$ cat src/rtl/nes_bus_pkg.sv
// Shared NES system-bus definitions.
// Sprite-DMA state encoding, bus parity and fixed addresses.
package nes_bus_pkg;

  typedef enum logic [2:0] {
    ST_IDLE,
    ST_HALT,
    ST_ALIGN,
    ST_READ,
    ST_WRITE
  } dma_state_t;

  typedef enum logic {
    PAR_EVEN = 1'b0,
    PAR_ODD  = 1'b1
  } parity_t;

  localparam logic [15:0] DMA_REG_ADDR_DEF  = 16'h4014;
  localparam logic [15:0] OAM_DATA_ADDR_DEF = 16'h2004;

  localparam int          DMA_BYTES = 256;
  localparam logic [7:0]  LAST_IDX  = 8'(DMA_BYTES - 1);

endpackage

$ cat src/rtl/oam_dma_ctrl_if.sv
// CPU-side pins and arbitrated system-bus pins of the sprite DMA.
// master = the arbiter, slave = CPU core plus memory map.
interface oam_dma_ctrl_if;

  logic [15:0] cpu_addr;
  logic [7:0]  cpu_data_out;
  logic        cpu_rnw;
  logic [7:0]  bus_data_in;

  logic [15:0] bus_addr;
  logic [7:0]  bus_data_out;
  logic        bus_rnw;
  logic        cpu_rdy;
  logic        dma_active;
  logic [7:0]  dma_idx;

  modport master (
    input  cpu_addr,
    input  cpu_data_out,
    input  cpu_rnw,
    input  bus_data_in,
    output bus_addr,
    output bus_data_out,
    output bus_rnw,
    output cpu_rdy,
    output dma_active,
    output dma_idx
  );

  modport slave (
    output cpu_addr,
    output cpu_data_out,
    output cpu_rnw,
    output bus_data_in,
    input  bus_addr,
    input  bus_data_out,
    input  bus_rnw,
    input  cpu_rdy,
    input  dma_active,
    input  dma_idx
  );

endinterface

$ cat src/rtl/oam_dma_ctrl.sv
// Sprite-DMA controller and bus arbiter: snoops $4014 writes,
// stalls the CPU and copies one 256-byte page into OAM.
module oam_dma_ctrl
  import nes_bus_pkg::*;
#(
  parameter logic [15:0] DMA_REG_ADDR  = DMA_REG_ADDR_DEF,
  parameter logic [15:0] OAM_DATA_ADDR = OAM_DATA_ADDR_DEF
) (
  input  logic          clk_ph1,
  input  logic          rst,
  oam_dma_ctrl_if.master bus
);

  dma_state_t r_state;
  parity_t    r_odd;
  logic [7:0] r_page;
  logic [7:0] r_idx;
  logic [7:0] r_dl;

  logic       w_trig;

  assign w_trig = (bus.cpu_addr == DMA_REG_ADDR) && !bus.cpu_rnw;

  always_ff @(posedge clk_ph1) begin
    if (!rst) begin
      r_state <= ST_IDLE;
      r_odd   <= PAR_EVEN;
      r_page  <= 8'd0;
      r_idx   <= 8'd0;
      r_dl    <= 8'd0;
    end else begin
      r_odd <= (r_odd == PAR_EVEN) ? PAR_ODD : PAR_EVEN;
      unique case (r_state)
        ST_IDLE: begin
          if (w_trig) begin
            r_page  <= bus.cpu_data_out;
            r_idx   <= 8'd0;
            r_state <= ST_HALT;
          end
        end
        // an odd halt cycle needs one extra cycle to realign
        ST_HALT: begin
          r_state <= (r_odd == PAR_ODD) ? ST_ALIGN : ST_READ;
        end
        ST_ALIGN: begin
          r_state <= ST_READ;
        end
        ST_READ: begin
          r_dl    <= bus.bus_data_in;
          r_state <= ST_WRITE;
        end
        ST_WRITE: begin
          r_idx   <= r_idx + 8'd1;
          r_state <= (r_idx == LAST_IDX) ? ST_IDLE : ST_READ;
        end
        default: begin
          r_state <= ST_IDLE;
        end
      endcase
    end
  end

  always_comb begin
    bus.bus_addr     = bus.cpu_addr;
    bus.bus_data_out = bus.cpu_data_out;
    bus.bus_rnw      = bus.cpu_rnw;
    unique case (1'b1)
      (r_state == ST_HALT),
      (r_state == ST_ALIGN): begin
        bus.bus_rnw = 1'b1;
      end
      (r_state == ST_READ): begin
        bus.bus_addr = {r_page, r_idx};
        bus.bus_rnw  = 1'b1;
      end
      (r_state == ST_WRITE): begin
        bus.bus_addr     = OAM_DATA_ADDR;
        bus.bus_data_out = r_dl;
        bus.bus_rnw      = 1'b0;
      end
      default: begin
      end
    endcase
  end

  assign bus.cpu_rdy    = (r_state == ST_IDLE);
  assign bus.dma_active = (r_state != ST_IDLE);
  assign bus.dma_idx    = r_idx;

endmodule

$ cat src/flat_wrapper.sv
// flat-port wrapper written by rule: the top's interface ports become plain ports
module oam_dma_ctrl_flat import nes_bus_pkg::*;
#(
  parameter logic [15:0] DMA_REG_ADDR  = DMA_REG_ADDR_DEF,
  parameter logic [15:0] OAM_DATA_ADDR = OAM_DATA_ADDR_DEF
)
  (clk_ph1, rst, bus_cpu_addr, bus_cpu_data_out, bus_cpu_rnw, bus_bus_data_in, bus_bus_addr, bus_bus_data_out, bus_bus_rnw, bus_cpu_rdy, bus_dma_active, bus_dma_idx);
  oam_dma_ctrl_if bus_i ();
  input  logic clk_ph1;
  input  logic rst;
  input wire logic [$bits(bus_i.cpu_addr)-1:0] bus_cpu_addr;
  input wire logic [$bits(bus_i.cpu_data_out)-1:0] bus_cpu_data_out;
  input wire logic [$bits(bus_i.cpu_rnw)-1:0] bus_cpu_rnw;
  input wire logic [$bits(bus_i.bus_data_in)-1:0] bus_bus_data_in;
  output wire logic [$bits(bus_i.bus_addr)-1:0] bus_bus_addr;
  output wire logic [$bits(bus_i.bus_data_out)-1:0] bus_bus_data_out;
  output wire logic [$bits(bus_i.bus_rnw)-1:0] bus_bus_rnw;
  output wire logic [$bits(bus_i.cpu_rdy)-1:0] bus_cpu_rdy;
  output wire logic [$bits(bus_i.dma_active)-1:0] bus_dma_active;
  output wire logic [$bits(bus_i.dma_idx)-1:0] bus_dma_idx;
  assign bus_i.cpu_addr = bus_cpu_addr;
  assign bus_i.cpu_data_out = bus_cpu_data_out;
  assign bus_i.cpu_rnw = bus_cpu_rnw;
  assign bus_i.bus_data_in = bus_bus_data_in;
  assign bus_bus_addr = bus_i.bus_addr;
  assign bus_bus_data_out = bus_i.bus_data_out;
  assign bus_bus_rnw = bus_i.bus_rnw;
  assign bus_cpu_rdy = bus_i.cpu_rdy;
  assign bus_dma_active = bus_i.dma_active;
  assign bus_dma_idx = bus_i.dma_idx;
  oam_dma_ctrl #(.DMA_REG_ADDR(DMA_REG_ADDR), .OAM_DATA_ADDR(OAM_DATA_ADDR)) u_core (.clk_ph1(clk_ph1), .rst(rst), .bus(bus_i));
endmodule
$ cat config.mk
export PLATFORM = sky130hd
export DESIGN_NAME = oam_dma_ctrl_flat
export DESIGN_NICKNAME = d
export VERILOG_FILES = /design/src/rtl/nes_bus_pkg.sv /design/src/rtl/oam_dma_ctrl_if.sv /design/src/rtl/oam_dma_ctrl.sv /design/src/flat_wrapper.sv
export SDC_FILE = /design/constraint.sdc
export NUM_CORES = 1
export LEC_CHECK = 0
export BUFFER_PORTS_ARGS = -buffer_cell sky130_fd_sc_hd__buf_2
export CORE_ASPECT_RATIO = 1.1
export CORE_MARGIN = 1.5
export CORE_UTILIZATION = 42
export CTS_BUF_LIST = sky130_fd_sc_hd__clkbuf_8 sky130_fd_sc_hd__clkbuf_16
export DETAILED_ROUTE_END_ITERATION = 6
export PLACE_DENSITY_LB_ADDON = 0.2
export SYNTH_ARGS = -nofsm -noshare
export SYNTH_HDL_FRONTEND = slang
export SYNTH_SLANG_ARGS = --single-unit
$ cat constraint.sdc
create_clock -name clk_ph1 -period 1.4 [get_ports clk_ph1]
set_clock_uncertainty 0.05 [all_clocks]
set_input_delay 0.28 -clock clk_ph1 [delete_from_list [all_inputs] [get_ports clk_ph1]]
set_output_delay 0.28 -clock clk_ph1 [all_outputs]
set_load 0.05 [all_outputs]
==> run metrics <==
gr ovfl total=0; number of global-route vias before repair=1,864; routed len/inst=17.9 µm; GRT Total Usage=0.285; CTS clock-pin slew for the worst setup and hold paths=0.10 ns; failing checks=negative setup slack; Synth top cells by count=nand2_1, dfxtp_1, a21oi_1; Post-synth EDFFs=0; status=finished, violations left; Via Count=2,100; Worst Hold Class=input pin to register; critical path endpoint category=output pin; Yosys cell types=34; fin crit share=1.43; Int Pwr=1.70 mW; Die Y=66.8 µm; Sequential Area=586 µm²; synth-to-layout area growth=91.5%; # diodes=0; largest net degree at the start of global routing=16; asr flop ratio synth=0; routed wire length=6540 µm; max_cap viols=0; post-synthesis adder-cell area fraction=0.00805; sequential share of power=0.303; crit-path max FO=14; crit path from=u_core.r_state[0]; clk_lat worst skew=0.27 ns; Hold Fails Final Rpt=0; post-synthesis xor/xnor area fraction=0.0225; Vias/cell=5.74; Comb power frac=0.534; worst path required time=1.07 ns; WHS=0.181 ns; Layout Nets=353; Max clock buf depth=2; Final Cell Area=2980 µm²; switching pwr=1.04 mW; ANT nets after route=0; area of the multi-input gates=1240 µm²; Synth area leader=dfxtp_1; Max Clock Freq=0.499 GHz; main combinational cell family by area after synthesis=simple AND/OR/NAND/NOR gates; post-synthesis mux area share=0; max_slew headroom=0.758; CTS sink cnt=28; first-pass GRT wire length=8660 µm; WS Path Type=register to output pin; Worst Setup Start Kind=register; register area share after synthesis=0.360; Clk pwr share=0.164; PwrDens=918 nW/µm²; Final Critical Period=2.01 ns; Pre-Repair DR Iteration Count=4; die width=61.0 µm; Yosys top cell area share=0.360; cell count after synthesis=200; PortBufs=69; # DRC=0; # hold bufs at CTS=0; main area contributors after synthesis=dfxtp_1, nand2_1, a22o_1; Row Count=23; post-synthesis compound-gate area fraction=0.241; core area=3600 µm²; Hold Startpoint=bus_bus_data_in[6]; worst path arrival time=1.68 ns; Seq cells post-synth=28; Root Driver=clkbuf_8; filler instances=218; Peak supply drop=0.000763 V; prevailing post-synth register cell=dfxtp_1; dpl hpwl=3850 µm; endpoints failing setup=46; syn nets=236; die area=4080 µm²; Initial Util=0.432; setup TNS=-21.45 ns; top-count cell post-synth=nand2_1; Initial DRC Count=169; worst r2r src=u_core.r_state[0]; CTS Buf Count=3; switching share of total power=0.379; final slew viol count=0; io pins=70; Slew @ Worst Pin=0.361 ns; GPL Wtd Cong=0.829; final worst slack=-0.606 ns; YS warnings=0; antenna violations before repair=0; unrepaired setup endpoints after global routing=true; H-tree levels=1; pre-CTS setup slack=-0.381 ns; CTS tree=built; synthesized area=1560 µm²; Simple-Gate Fraction of Synth Area=0.305; share of layout cells above drive strength 1=0.639; Mapped Avg Cell Area=7.78 µm²; area of placed instances=2420 µm²; Static Leak=1.32 nW
==> cells in the final DEF, fill, tap and decap left out, drive strengths merged, types with 2 or more instances in the layout <==
cell / instances
xnor2: 4
buf: 126
inv: 4
o21a: 2
o21ai: 12
nand4: 11
o221a: 2
nor3: 5
and4: 2
nand3: 7
nor4b: 2
nand2: 47
a21oi: 19
a22o: 14
clkbuf: 4
and3: 4
dfxtp: 28
nor2: 11
==> repair_timing <==
action                                  4_1_cts  5_1_grt
gates cloned                                  1        0
hold endpoints to repair                      0        0
endpoints found under the setup margin       45       46
pin swaps                                     7       21
setup buffers                                 4       15
gates resized for setup                      86       29
==> layout make-up <==
cell class	instances	area share
inverter	3	0.00462
clock buffer	3	0.0139
clock inverter	1	0.00126
sequential	28	0.197
timing repair buffer	127	0.346
multi-input combinational	154	0.417
tap	50	0.0210
==> metal layers <==
layer / routed length [µm] / global-route usage / up-vias
met5: 0 / 0 / -
met4: 192 / 0.101 / 0
met3: 391 / 0.0524 / 24
met2: 3490 / 0.513 / 104
met1: 2470 / 0.324 / 1013
li1: - / - / 959
==> worst paths after layout <==
| check | depth (start not counted) | endpoint | slack, ns |
|---|---|---|---|
| min reg2reg | 1 | u_core.r_odd | 0.36 |
| max reg2reg | 10 | u_core.bus.dma_idx[1] | -0.57 |
| min | 3 | u_core.r_dl[6] | 0.18 |
| max | 6 | bus_bus_addr[8] | -0.61 |
==> power groups by stage <==
| stage | clock (mW) | sequential (mW) | combinational, mW |
|---|---|---|---|
| finish | 0.447 | 0.827 | 1.46 |
| global route | 0.495 | 0.830 | 1.52 |
| CTS | 0.454 | 0.825 | 1.16 |
| detailed placement | 0 | 0.837 | 0.916 |
| global placement | 0 | 0.835 | 0.905 |
| floorplan | 0 | 0.835 | 0.637 |
==> metrics by stage <==
stage | std cells | total power, mW | utilization
floorplan | 200 | 1.47 | -
global placement | 345 | 1.74 | 0.672
detailed placement | 345 | 1.75 | 0.672
CTS | 354 | 2.44 | 0.773
global route | 366 | 2.84 | 0.828
finish | 366 | 2.73 | 0.828
==> flip-flops by register name, indices dropped and copies added, names as in the netlist <==
register            flops
u_core.bus.dma_idx      8
u_core.r_dl             8
u_core.r_state          3
u_core.r_odd            1
u_core.r_page           8
==> critical path, cell delays in order (launching register included) <==
cell	delay, ns
dfxtp_2	0.34
buf_6	0.13
nor3b_4	0.33
nor2_4	0.06
buf_12	0.16
a22o_2	0.22
buf_6	0.15
==> logic make-up (layout without fill, tap and decap cells) <==
logic type               after synthesis  in the layout
XOR/XNOR                               4              4
adder cells (fa/ha/maj)                1              1
buffers and inverters                 18            134
AO/OA/AOI/OAI                         56             56
AND/OR/NAND/NOR                       93             93
flip-flops                            28             28
No activity file was read; power rests on OpenSTA's default activity.
